### src/rtl/xg_sdram_arbiter.sv
// xg_sdram_arbiter: shares one SDRAM controller port between video (A, priority) and CPU (B) requesters
module xg_sdram_arbiter #(
  parameter int ADDR_W    = 17,
  parameter int BURST_LEN = 4,
  parameter int MAX_A_RUN = 3
) (
  input  logic              clk_sys,
  input  logic              rst,
  input  logic              a_req,
  input  logic              a_wren,
  input  logic [ADDR_W-1:0] a_addr,
  input  logic [15:0]       a_to_mem,
  output logic              a_ready,
  output logic [1:0]        a_offset,
  input  logic              b_req,
  input  logic              b_wren,
  input  logic [ADDR_W-1:0] b_addr,
  input  logic [15:0]       b_to_mem,
  output logic              b_ready,
  output logic [1:0]        b_offset,
  output logic [15:0]       from_mem_out,
  output logic              mem_req,
  output logic              mem_wren,
  output logic [ADDR_W-1:0] mem_addr,
  output logic [15:0]       to_mem,
  input  logic              mem_ready,
  input  logic [1:0]        mem_offset,
  input  logic [15:0]       from_mem,
  output logic              grant_a,
  output logic              grant_b
);
  localparam int RUN_W = $clog2(MAX_A_RUN + 1);
  localparam logic [1:0] IDLE  = 2'd0;
  localparam logic [1:0] OWN_A = 2'd1;
  localparam logic [1:0] OWN_B = 2'd2;
  localparam logic [1:0] LAST  = 2'(BURST_LEN - 1);
  localparam logic [RUN_W-1:0] RUN_MAX = RUN_W'(MAX_A_RUN);
  logic [1:0]        state_q, state_d;
  logic [RUN_W-1:0]  run_q, run_d;
  logic              mem_wren_q, mem_wren_d;
  logic [ADDR_W-1:0] mem_addr_q, mem_addr_d;
  logic [15:0]       to_mem_q, to_mem_d;
  logic              own_a, own_b, done, pick_a, pick_b;
  // the unused encoding is treated like IDLE so the FSM can never lock up
  always_comb begin
    own_a      = state_q == OWN_A;
    own_b      = state_q == OWN_B;
    done       = mem_ready && mem_offset == LAST;
    pick_b     = b_req && (!a_req || run_q == RUN_MAX);
    pick_a     = a_req && !pick_b;
    state_d    = state_q;
    run_d      = run_q;
    mem_wren_d = mem_wren_q;
    mem_addr_d = mem_addr_q;
    to_mem_d   = to_mem_q;
    if (!own_a && !own_b) begin
      state_d    = pick_b ? OWN_B : pick_a ? OWN_A : IDLE;
      run_d      = (pick_b || !b_req) ? '0 : run_q == RUN_MAX ? run_q : run_q + 1'b1;
      mem_wren_d = pick_b ? b_wren : pick_a ? a_wren : mem_wren_q;
      mem_addr_d = pick_b ? b_addr : pick_a ? a_addr : mem_addr_q;
      to_mem_d   = pick_b ? b_to_mem : pick_a ? a_to_mem : to_mem_q;
    end else begin
      state_d  = done ? IDLE : state_q;
      to_mem_d = own_a ? a_to_mem : b_to_mem;
    end
  end
  always_ff @(posedge clk_sys) begin
    if (rst) begin
      state_q    <= IDLE;
      run_q      <= '0;
      mem_wren_q <= 1'b0;
      mem_addr_q <= '0;
      to_mem_q   <= '0;
    end else begin
      state_q    <= state_d;
      run_q      <= run_d;
      mem_wren_q <= mem_wren_d;
      mem_addr_q <= mem_addr_d;
      to_mem_q   <= to_mem_d;
    end
  end
  assign grant_a      = own_a;
  assign grant_b      = own_b;
  assign mem_req      = own_a || own_b;
  assign mem_wren     = mem_wren_q;
  assign mem_addr     = mem_addr_q;
  assign to_mem       = to_mem_q;
  assign a_ready      = own_a && mem_ready;
  assign b_ready      = own_b && mem_ready;
  assign a_offset     = own_a ? mem_offset : 2'd0;
  assign b_offset     = own_b ? mem_offset : 2'd0;
  assign from_mem_out = from_mem;
endmodule

### config.mk
export PLATFORM = sky130hd
export DESIGN_NAME = xg_sdram_arbiter
export DESIGN_NICKNAME = d
export VERILOG_FILES = /design/src/rtl/xg_sdram_arbiter.sv
export SDC_FILE = /design/constraint.sdc
export NUM_CORES = 1
export LEC_CHECK = 0
export CELL_PAD_IN_SITES_DETAIL_PLACEMENT = 1
export CELL_PAD_IN_SITES_GLOBAL_PLACEMENT = 1
export CORE_UTILIZATION = 29
export DETAILED_ROUTE_END_ITERATION = 8
export DONT_BUFFER_PORTS = 1
export PLACE_DENSITY_LB_ADDON = 0.2
export SLEW_MARGIN = 20
export SYNTH_ARGS = -nofsm -noshare
export SYNTH_HDL_FRONTEND = slang
export SYNTH_SLANG_ARGS = --single-unit
### constraint.sdc
create_clock -name clk_sys -period 2.1 [get_ports clk_sys]
set_clock_uncertainty 0.2 [all_clocks]
set_input_delay 0.42 -clock clk_sys [delete_from_list [all_inputs] [get_ports clk_sys]]
set_output_delay 0.42 -clock clk_sys [all_outputs]
set_load 0.02 [all_outputs]
## Yosys cells after proc, flatten, opt, wreduce, memory -nomap -nowiden

Cells that the tools add are included.

- Register bits: 38
- Input port bits: 91

- Add/sub/neg operators: 1
- Equal/unequal tests: 6
- Reduce and logical (&&, ||, !) cells: 18
- Muxes and demuxes: 16

Operators by type and width:

| kind | number |
|---|---|
| $mux W16 | 4 |
| $mux W17 | 2 |
| $mux W2 | 7 |
| $eq A2 B2 Y1 const B | 3 |
| $logic_and A1 B1 Y1 | 6 |
| $logic_not A1 Y1 | 5 |
| $reduce_and A2 Y1 | 2 |
| $reduce_bool A2 Y1 | 2 |
| $logic_or A1 B1 Y1 | 3 |
| $mux W1 | 3 |
| $ne A3 B3 Y1 const B | 1 |
| $add A2 B1 Y2 const B | 1 |
| $eq A2 B1 Y1 const B | 1 |
| $ne A2 B2 Y1 const B | 1 |

## Longest topological paths before layout

Gate-level depths: netlist of the first run.

- Depth after elaboration: 8
- Depth in mapped cells: 8
- Gate-level depth less buffers: 5

## Worst setup path after synthesis of the first run

OpenSTA, ideal clock, no wires.

- Kind: register to output
- Start: reg state_q[1]
- End: out a_offset[0]
- Arrival: 1.327 ns
- Buffers on the path: 1
- Stages on the path, launching flop included: 5
- Slack: 0.153 ns
- Cells stage by stage: dfxtp_1 -> inv_1 -> ha_1 -> clkbuf_1 -> and2_1

- Longest elaborated chain between the ends: 2

Ends and longest elaborated chain:

| item | line | source |
|---|---|---|
| from (decl) | 38 | `logic [1:0] state_q, state_d;` |
| from (signal assigned) | 75 | `state_q <= state_d;` |
| $eq A2 B1 Y1 | 46 | `own_a = state_q == OWN_A;` |
| via grant_a | 29 | `output logic grant_a,` |
| $mux W2 | 90 | `assign a_offset = own_a ? mem_offset : 2'd0;` |
| to (decl) | 14 | `output logic [1:0] a_offset,` |

The timed path passes the listed nets, and every way through them passes these cells.

## Final worst setup path of the first run

- Start: reg state_q[0]
- End: out mem_req

- Longest elaborated chain between the ends: 2
- Elaborated cells between the ends (all ways): 3

Ends and longest elaborated chain:

| item | line | source |
|---|---|---|
| $eq A2 B1 Y1 / $eq A2 B2 Y1 (equally long branches) | 46, 47 |  |
| $logic_or A1 B1 Y1 (*) | 84 | `assign mem_req = own_a \|\| own_b;` |
| to (decl) | 22 | `output logic mem_req,` |

Mark *: on every way between the ends. The rest lies on a longest branch, timed or not.

==> impl_metrics.csv, run 1 <==
group,metric,value,unit
outcome,result_of_the_run,"finished clean",
synth,synthCells,254,
synth,synth_edf_count,0,
timing,setup-violations-final,0,
floorplanning,die_width,90.5,um
timing,final.period_utilization,0.961,
timing,period_needed,2.02,ns
detailed_routing,detail_route.wl_per_cell,20.9,um
synth,netlist_area,2270,um^2
detailed_routing,drt_wl_total,6950,um
synth,synth_area_leaders,"dfxtp_1 33%, a311oi_1 6.9%, buf_4 6.9%",
min_path,hp-start,"rst",
place,dp_slack,0.230,ns
place,io_buffers,0,
synth,synth.top_cell.area_share,0.335,
synth,yosys.cell_types.count,32,
synth,proportion_of_synthesized_flip_flops_having_asynchronous_set_or_reset,0,
place,place_inst,320,
global_routing,grt_pass1_wl,10800,um
timing,hold_violation_count_in_the_final_report,0,
timing,totalNegativeSetupSlack,0,ns
timing,finalMaxSlewViolations,0,
place,routabilityCongestion,0.682,
detailed_routing,detailedRoute.firstIterationViolations,79,
worst_setup_path,worst_ep_arrival_time,1.40,ns
detailed_routing,drt_drc_violations_left,0,
timing,fmax,0.495,GHz
finish,non_filler_cells_final,332,
synth,syn_area_per_cell,8.95,um^2
synth,synth.top_cells.by_count,"38 x dfxtp_1, 21 x buf_4, 19 x nor2_1, 19 x o21ai_0",
finish,fillerInstances,853,
clock_network,max-clock-path-buffers,2,
worst_setup_path,crit_path_start,"state_q[0]$_SDFFE_PP0P_",
clock_network,tritoncts_num_sinks,38,
clock_network,htree_levels,2,
floorplanning,io_pins,150,
detailed_routing,post_drt_via_cell_ratio,5.88,
synth,post-synth-top-count-cell,"dfxtp_1",
clock_network,insertion_delay,0.28,ns
timing,rsz0062_at_grt,"false",
clock_network,ctsRootBufferMaster,"clkbuf_8",
finish,drive_gt1_frac,0.146,
pwr,pwr_density_cell,783,nW/um^2
worst_setup_path,crit_path_kind,"reg -> out",
floorplanning,die_area,8200,um^2
worst_setup_path,crit_required,1.48,ns
global_routing,antenna_violations_before_repair,0,
synth,synth-warning-count,0,
pwr,vdd_ir_drop_max,211,uV
worst_setup_path,reg2reg_from,"state_q[0]$_SDFFE_PP0P_",
synth,synthDominantAreaCellType,"dfxtp_1",
timing,slew-limit-headroom,0.611,
worst_setup_path,cp-end-kind,"primary output",
floorplanning,rows,31,
floorplanning,die_height,90.5,um
synth,synth_seq_cells,38,
timing,max_slew.worst_pin.slew,0.583,ns
synth,net_count_synth,348,
floorplanning,starting_density,0.307,
global_routing,grt_start_max_net_pins,43,
worst_setup_path,cp_max_fo,10,
detailed_routing,detailroute.via_count,1951,
finish,layout.nets,327,
clock_network,tritoncts_clock_tree,"yes",
global_routing,track_usage,0.166,
synth,synth.yosys.seq_area_share,0.335,
clock_network,clock_pin_slew_on_the_worst_setup_and_hold_paths,0.07,ns
flow_run,maxCapViolations,0,
global_routing,globalRouteOverflowTotal,0,
detailed_routing,dr.pass1.iters,4,
detailed_routing,postRouteAntennaNets,0,
clock_network,cts_made_buffers,5,
worst_setup_path,worst_setup_path_start_kind,"flop",
global_routing,first_global_vias,2026,
finish,num_antenna_cells,0,
timing,layout_setup_ws,0.0816,ns
pwr,p_leak,0.000822,uW
place,dp.final_hpwl,4360,um
floorplanning,fp.coreArea,7410,um^2
synth,synthFlopType,"dfxtp_1",
min_path,timing.hold.worst.class,"in -> reg",
finish,flow.area_growth_from_synthesis,6.71,%
[power breakdown]
group	total, uW	leakage, uW	internal (uW)	switching, uW
Combinational	458	0.000467	216	242
Clock	482	0.0000383	229	253
Sequential	961	0.000316	805	156
Total	1900	0.000822	1250	650
[layout by cell type (no fill, tap or decap), types with 5 or more instances in the layout]
master,netlist,layout
a31oi_1,17,17
a221oi_1,5,5
nor2_1,19,19
a311oi_1,18,18
buf_12,0,5
and2_1,6,6
a22oi_1,15,15
o21ai_0,19,19
nand3_1,18,18
inv_1,5,5
dfxtp_1,38,37
mux2i_1,15,15
clkbuf_8,0,5
a221oi_2,10,10
buf_4,21,8
[final timing paths]
kind | endpoint | cells past startpoint | slack (ns)
setup reg to reg | to_mem[14]$_SDFFE_PP0P_ | 7 | 0.24
hold reg to reg | run_q[1]$_SDFFE_PP0P_ | 2 | 0.27
setup / recovery | mem_req | 5 | 0.08
hold / removal | to_mem[4]$_SDFFE_PP0P_ | 2 | 0.09
[flip-flops by register name, summed over array words and instances, names as in the netlist]
| signal | flops |
|---|---|
| run_q | 2 |
| state_q | 2 |
| mem_wren | 1 |
| mem_addr | 17 |
| to_mem | 16 |
[critical path: stages, from the launching register on]
cell	delay (ns)
dfxtp_2	0.34
inv_1	0.04
ha_1	0.30
buf_4	0.19
inv_4	0.10
buf_12	0.14
[logic make-up (layout without fill, tap and decap cells)]
kind of cell	after synthesis	count (layout)	share of synthesized area
simple gates	52	52	0.115
buf+inv	51	30	0.137
flops	38	38	0.335
compound gates	95	95	0.331
fa+ha+maj	3	3	0.0165
mux	15	15	0.0660
[repair_timing]
item / CTS / global route
setup endpoints to repair: 1 / 1
gates cloned: 1 / 1
gates resized for setup: 0 / 2
hold buffers: 2 / 1
buffers inserted: 0 / 0
endpoints found under the hold margin: 35 / 1
[stage by stage]
step                      total power, uW  hold slack (ns)  utilization  cell area, um^2
after floorplan                      1350            0.236            -             2270
after global placement               1370            0.244        0.303             2250
after detailed placement             1380            0.249        0.303             2250
after CTS                            1910         0.000369        0.322             2390
after global routing                 2010           0.0772        0.327             2430
final                                1900           0.0866        0.327             2430
[per-layer routing]
layer	up-vias	GRT usage	wire, um
li1	912	-	-
met1	944	0.199	2800
met2	93	0.284	3370
met3	2	0.0631	770
met4	0	0.0296	2
met5	-	0	0
[layout make-up]
type | instances | area [um^2] | share of cell area
multi-input combinational | 165 | 1200 | 0.495
timing repair buffer | 17 | 238 | 0.0980
inverter | 6 | 25.0 | 0.0103
sequential | 38 | 762 | 0.314
tap | 99 | 124 | 0.0511
clock buffer | 7 | 76.3 | 0.0315
Note: power is estimated with default switching activity, not from simulation.
==> inputs of run 2 (changes only) <==
- TNS_END_PERCENT: unset -> 30
==> results of run 2 <==
Same layout as run 1: the final DEF is identical, and so are final timing and power.
